File: config.mk
export PLATFORM = sky130hd
export DESIGN_NAME = pipelined_addsub
export DESIGN_NICKNAME = d
export VERILOG_FILES = /design/src/rtl/adder_pkg.sv /design/src/rtl/addsub_slice.sv /design/src/rtl/pipelined_addsub.sv
export SDC_FILE = /design/constraint.sdc
export NUM_CORES = 1
export LEC_CHECK = 0
export BUFFER_PORTS_ARGS = -buffer_cell sky130_fd_sc_hd__buf_2
export CAP_MARGIN = 40
export CORE_UTILIZATION = 62
export CTS_CLUSTER_DIAMETER = 80
export CTS_CLUSTER_SIZE = 10
export DETAILED_ROUTE_END_ITERATION = 7
export PLACE_DENSITY_LB_ADDON = 0.12
export SYNTH_ARGS = -nofsm -noshare
export SYNTH_HDL_FRONTEND = slang
export SYNTH_SLANG_ARGS = --single-unit
File: constraint.sdc
create_clock -name clk -period 4.7 [get_ports clk]
set_input_delay 0.94 -clock clk [delete_from_list [all_inputs] [get_ports clk]]
set_output_delay 0.94 -clock clk [all_outputs]
set_load 0.05 [all_outputs]
File: src/rtl/adder_pkg.sv
`default_nettype none
// ----------------------------------------------------------------------------
// Package : adder_pkg
// Brief   : Shared mode encoding and parameter check for the add/sub datapath.
// Rev     : 1.0
// ----------------------------------------------------------------------------
package adder_pkg;

   typedef enum logic {
      MODE_ADD = 1'b0,
      MODE_SUB = 1'b1
   } mode_e;

   function automatic bit stages_divide_width(input int width, input int stages);
      return (stages > 0) && (width > 0) && ((width % stages) == 0);
   endfunction

endpackage
`default_nettype wire

File: src/rtl/addsub_slice.sv
`default_nettype none
// ----------------------------------------------------------------------------
// Module  : addsub_slice
// Brief   : Combinational carry-chain segment with carry-out and carry into MSB.
// Rev     : 1.0
// ----------------------------------------------------------------------------
module addsub_slice
   import adder_pkg::*;
#(
   parameter int WIDTH = 4
)(
   input  logic [WIDTH-1:0] a,
   input  logic [WIDTH-1:0] b,
   input  logic             cin,
   output logic [WIDTH-1:0] sum,
   output logic             cout,
   output logic             c_msb_in
);

   logic [WIDTH:0] w_full;

   assign w_full   = {1'b0, a} + {1'b0, b} + {{WIDTH{1'b0}}, cin};
   assign sum      = w_full[WIDTH-1:0];
   assign cout     = w_full[WIDTH];
   // Sum bit is a^b^carry, so the carry into the top bit falls out by XOR.
   assign c_msb_in = a[WIDTH-1] ^ b[WIDTH-1] ^ sum[WIDTH-1];

endmodule
`default_nettype wire

File: src/rtl/pipelined_addsub.sv
`default_nettype none
// ----------------------------------------------------------------------------
// Module  : pipelined_addsub
// Brief   : Valid/ready pipelined two's-complement adder/subtractor, STAGES segments.
// Rev     : 1.0
// ----------------------------------------------------------------------------
module pipelined_addsub
   import adder_pkg::*;
#(
   parameter int WIDTH  = 16,
   parameter int STAGES = 4
)(
   input  logic             clk,
   input  logic             rst_n,
   input  logic             in_valid,
   output logic             in_ready,
   input  logic [WIDTH-1:0] in_a,
   input  logic [WIDTH-1:0] in_b,
   input  logic             in_cin,
   input  logic             in_sub,
   output logic             out_valid,
   input  logic             out_ready,
   output logic [WIDTH-1:0] out_sum,
   output logic             out_cout,
   output logic             out_ovf
);

   localparam int SEG = WIDTH / STAGES;

   if (!stages_divide_width(WIDTH, STAGES)) begin : g_bad_params
      $error("pipelined_addsub: WIDTH=%0d is not a multiple of STAGES=%0d", WIDTH, STAGES);
   end

   logic [STAGES-1:0] r_v;
   logic [STAGES-1:0] w_rdy;
   logic [STAGES-1:0] w_vin;
   logic [WIDTH-1:0]  r_a   [STAGES];
   logic [WIDTH-1:0]  r_b   [STAGES];
   logic [WIDTH-1:0]  r_sum [STAGES];
   logic              r_c   [STAGES];
   logic              r_ovf [STAGES];
   logic [WIDTH-1:0]  w_ain [STAGES];
   logic [WIDTH-1:0]  w_bin [STAGES];
   logic [WIDTH-1:0]  w_sin [STAGES];
   logic              w_cin [STAGES];
   logic [SEG-1:0]    w_s   [STAGES];
   logic              w_co  [STAGES];
   logic              w_cmsb[STAGES];
   mode_e             w_mode;

   assign w_mode = mode_e'(in_sub);

   for (genvar k = 0; k < STAGES; k++) begin : g_stage
      // Unrolled ready chain: a stage may load if any stage from here down is empty.
      assign w_rdy[k] = out_ready | ~(&r_v[STAGES-1:k]);

      if (k == 0) begin : g_entry
         assign w_vin[k] = in_valid;
         assign w_ain[k] = in_a;
         assign w_bin[k] = (w_mode == MODE_SUB) ? ~in_b : in_b;
         assign w_cin[k] = (w_mode == MODE_SUB) ? 1'b1 : in_cin;
         assign w_sin[k] = '0;
      end else begin : g_chain
         assign w_vin[k] = r_v[k-1];
         assign w_ain[k] = r_a[k-1];
         assign w_bin[k] = r_b[k-1];
         assign w_cin[k] = r_c[k-1];
         assign w_sin[k] = r_sum[k-1];
      end

      addsub_slice #(
         .WIDTH    (SEG)
      ) u_slice (
         .a        (w_ain[k][SEG-1:0]),
         .b        (w_bin[k][SEG-1:0]),
         .cin      (w_cin[k]),
         .sum      (w_s[k]),
         .cout     (w_co[k]),
         .c_msb_in (w_cmsb[k])
      );
   end

   // Operands shift down one segment per stage so the next segment is always
   // at the bottom; sum segments enter at the top and arrive aligned at the end.
   always_ff @(posedge clk or negedge rst_n) begin
      if (!rst_n) begin
         r_v <= '0;
         for (int k = 0; k < STAGES; k++) begin
            r_a[k]   <= '0;
            r_b[k]   <= '0;
            r_sum[k] <= '0;
            r_c[k]   <= 1'b0;
            r_ovf[k] <= 1'b0;
         end
      end else begin
         for (int k = 0; k < STAGES; k++) begin
            if (w_rdy[k]) begin
               r_v[k]   <= w_vin[k];
               r_a[k]   <= w_ain[k] >> SEG;
               r_b[k]   <= w_bin[k] >> SEG;
               r_sum[k] <= WIDTH'({w_s[k], w_sin[k]} >> SEG);
               r_c[k]   <= w_co[k];
               r_ovf[k] <= w_co[k] ^ w_cmsb[k];
            end
         end
      end
   end

   assign in_ready  = w_rdy[0];
   assign out_valid = r_v[STAGES-1];
   assign out_sum   = r_sum[STAGES-1];
   assign out_cout  = r_c[STAGES-1];
   assign out_ovf   = r_ovf[STAGES-1];

endmodule
`default_nettype wire

==> summary.txt <==
Routing
  • Vias per cell: ~5
  • Post-route DRC: 0
  • Via total after detailed routing: roughly 2600
  • Antenna viol nets, final: 0
  • Iteration-0 DRC Markers: 95
  • Router iterations before antenna repair: 5
  • Wire length per cell: roughly 13 um
  • Total wire length: a little under 7000 um

Yosys
  • Area fraction in and, or, nand and nor cells after synthesis: a little under a tenth
  • Mean Syn Cell Area: ~12 um2
  • Commonest cells post-synth: 97 x dfrtp_1, 68 x nand2_1, 44 x mux2_2, 25 x a21oi_1, 22 x nor2_1
  • Flop and latch count out of synthesis: 97
  • Synthesized area: roughly 4400 um2
  • EDFF count, synth: 0
  • Post-Synthesis Cells: approximately 370
  • Adder-Cell Fraction of Synth Area: 7.112%
  • FFs w/ async S/R, synth: between 90% and 100%
  • Top-count cell post-synth: dfrtp_1
  • Sequential area share after synthesis: roughly 56%
  • Yosys top cell by area: dfrtp_1
  • Synth Area in Compound Gates: 5.736%
  • Largest family of logic cells by synthesized area: multiplexers
  • Yosys warning total: 0
  • Synth Flop Type: dfrtp_1
  • Ranking of synthesized cells by area: dfrtp_1 56%, mux2_2 11%, nand2_1 5.9%
  • Mux contribution to synthesized area: 11.59%
  • Mapped Nets: about 430
  • Post-synth cell types: 26
  • Share of the synthesized area in the top cell type: 55.64%
  • Synth Area in XOR/XNOR: 4.818%

CTS
  • Maximum buffer depth of the clock tree: 2
  • CTS resizes: 0
  • TritonCTS clock tree: built
  • CTS root buf: clkbuf_8
  • CTS Buf Count: 9
  • Reg clk slew, reported paths: about 0.080 ns
  • Later-pin clock latency in the skew report: 0.36 ns
  • H-tree depth: 3
  • Clock sinks: just under 100
  • Cts hold-fix bufs: 0
  • Number of post-CTS setup repair buffers: 0

Global route
  • Number of global-route vias before repair: 2667
  • Total GRT Usage: 21.73%
  • First-pass GRT wire length: ~12000 um
  • Initial antenna violation count: 0
  • Largest net degree at the start of global routing: between 60 and 70
  • GRT overflow: 0

Floorplan
  • Die width: around 86 um
  • Initial Util: between 60 and 70%
  • DIE HEIGHT: 85.89 um
  • FP Rows: 30
  • Io pins: a little under 60
  • Core area: roughly 6800 um2
  • Die area: about 7400 um2

Timing
  • Post-Route Setup TNS: 0 ns
  • Final Cycle Share: 61.44%
  • Final setup viols: 0
  • RSZ-0062 raised after global routing: false
  • FMAX: between 0.3 and 0.4 GHz
  • Final hold vios: 0
  • Clock skew: 0.008534 ns
  • Max Slew Vio Count: 0
  • Fin crit period: between 2 and 3 ns
  • Slew Limit Headroom: 48.34%
  • Worst Slack Setup Final: 1.812 ns
  • Worst Max-Slew Pin Slew: roughly 0.77 ns

Critical path
  • Element type at the critical path end: primary output
  • Worst path max stage delay: ~0.31 ns
  • R2R setup slack: about 2.7 ns
  • Crit path max fanout: 29
  • WP data arrival: ~2 ns
  • Slowest stage cell on the critical path: buf_4
  • CP Launch Point: out_ready
  • RR Startpoint: r_c[1]
  • Startpoint Class: primary input
  • Crit path kind: primary input to primary output
  • Cell mode on critical path: buf_2
  • Req. time, crit path: approximately 3.8 ns
  • Cell Chain, Critical Path: buf_2, and4b_1, buf_4, nand2_1, buf_2

Final layout
  • Diodes inserted: 0
  • Fillers: roughly 530
  • Area growth syn-to-layout: 9.148%
  • Final nets: around 470
  • Share of layout cells above drive strength 1: 29.43%

Min path
  • Hold_sp: r_a[38]
  • Tightest Hold Check Type: flip-flop to flip-flop

Place
  • Pre-CTS WS: about 1.8 ns
  • Final Wtd Congestion: 0.7851
  • Hpwl dp: about 4700 um
  • IO buf count: 57

Power and ir drop
  • Pwr dens: about 540 nW/um2
  • Lkg Pwr: roughly 0.0023 uW
  • Peak VDD IR: 222.2 uV

Flow run
  • Max_cap viols: 0

Run status
  • Status: finished, final reports clean
## cell type report
cell class	count	area, um2	area share [%]
flip-flops and latches	97	2427	50.97
repair buffers	62	332.8	6.989
clock buffers	12	145.1	3.048
clock inverters	3	17.52	0.3678
multi-input cells	234	1682	35.31
well taps	96	120.1	2.522
inverters	10	37.54	0.7882
## metrics by stage
stage          utilization [%]  cells  area (um2)  hold slack, ns  total power [uW]
2_1_floorplan                -    374        4363          0.4331              2018
6_report                 70.09    514        4762          0.4694              2579
3_5_place_dp             67.70    499        4599          0.4531              2140
3_3_place_gp             67.48    498        4584          0.4465              2102
4_1_cts                  70.09    514        4762          0.4733              2610
5_1_grt                  70.09    514        4762          0.4962              2748
## sequential cells by signal, summed over array words and instances, names as in the netlist
signal and cells:
out_cout 1, out_sum 16, r_sum 24, r_b 24, r_a 24, r_v 4, out_ovf 1, r_c 3
## layer usage
metal | up-vias | share of wire [%] | track usage (%)
met2 | 67 | 44 | 33.04
met5 | - | 0 | 0
met1 | 1265 | 50 | 31.58
met4 | 0 | 2.0 | 9.545
met3 | 11 | 4.6 | 3.176
li1 | 1291 | - | -
## where the power goes
part           internal (uW)  leakage [uW]  total (uW)  switching, uW
registers               1080       0.00113        1210            132
logic                    341       0.00108         900            558
clock network            203     0.0000822         465            263
## cell usage in the layout (no fill, tap or decap), types with 2 or more instances in the layout
master / netlist / routed
buf_4: 17 / 5
xor2_1: 8 / 8
nand2b_1: 2 / 2
mux2_2: 44 / 44
clkinv_2: 0 / 2
fa_1: 8 / 8
nor2b_1: 3 / 2
a21o_1: 6 / 6
clkbuf_1: 1 / 2
inv_1: 10 / 10
o21ai_0: 11 / 11
nand2_1: 68 / 68
dfrtp_1: 97 / 97
xnor2_1: 16 / 16
or2_2: 2 / 2
ha_1: 12 / 12
buf_2: 13 / 56
nor2_1: 22 / 22
a21oi_1: 25 / 25
clkbuf_8: 0 / 10
## worst max-delay path: cells and delay by family
family        cells  cell delay (ns)
simple gates      2             0.35
buf+inv           3             0.65
## kinds of logic after synthesis
| group | Yosys count |
|---|---|
| and+or+nand+nor | 100 |
| DFF | 97 |
| adders and majority gates | 20 |
| AOI/OAI and AO/OA | 45 |
| xor gates and xnor gates | 24 |
| muxes | 45 |
| buffers and inverters | 43 |
## worst paths after layout
| path | endpoint | cells past startpoint |
|---|---|---|
| max | in_ready | 5 |
| min | r_a[38] | 2 |
| max reg2reg | out_ovf | 6 |
| min reg2reg | r_a[38] | 2 |
| max in group asynchronous | r_a[36] | 2 |
| min in group asynchronous | out_sum[14] | 1 |
Note: power is estimated with default switching activity, not from simulation.
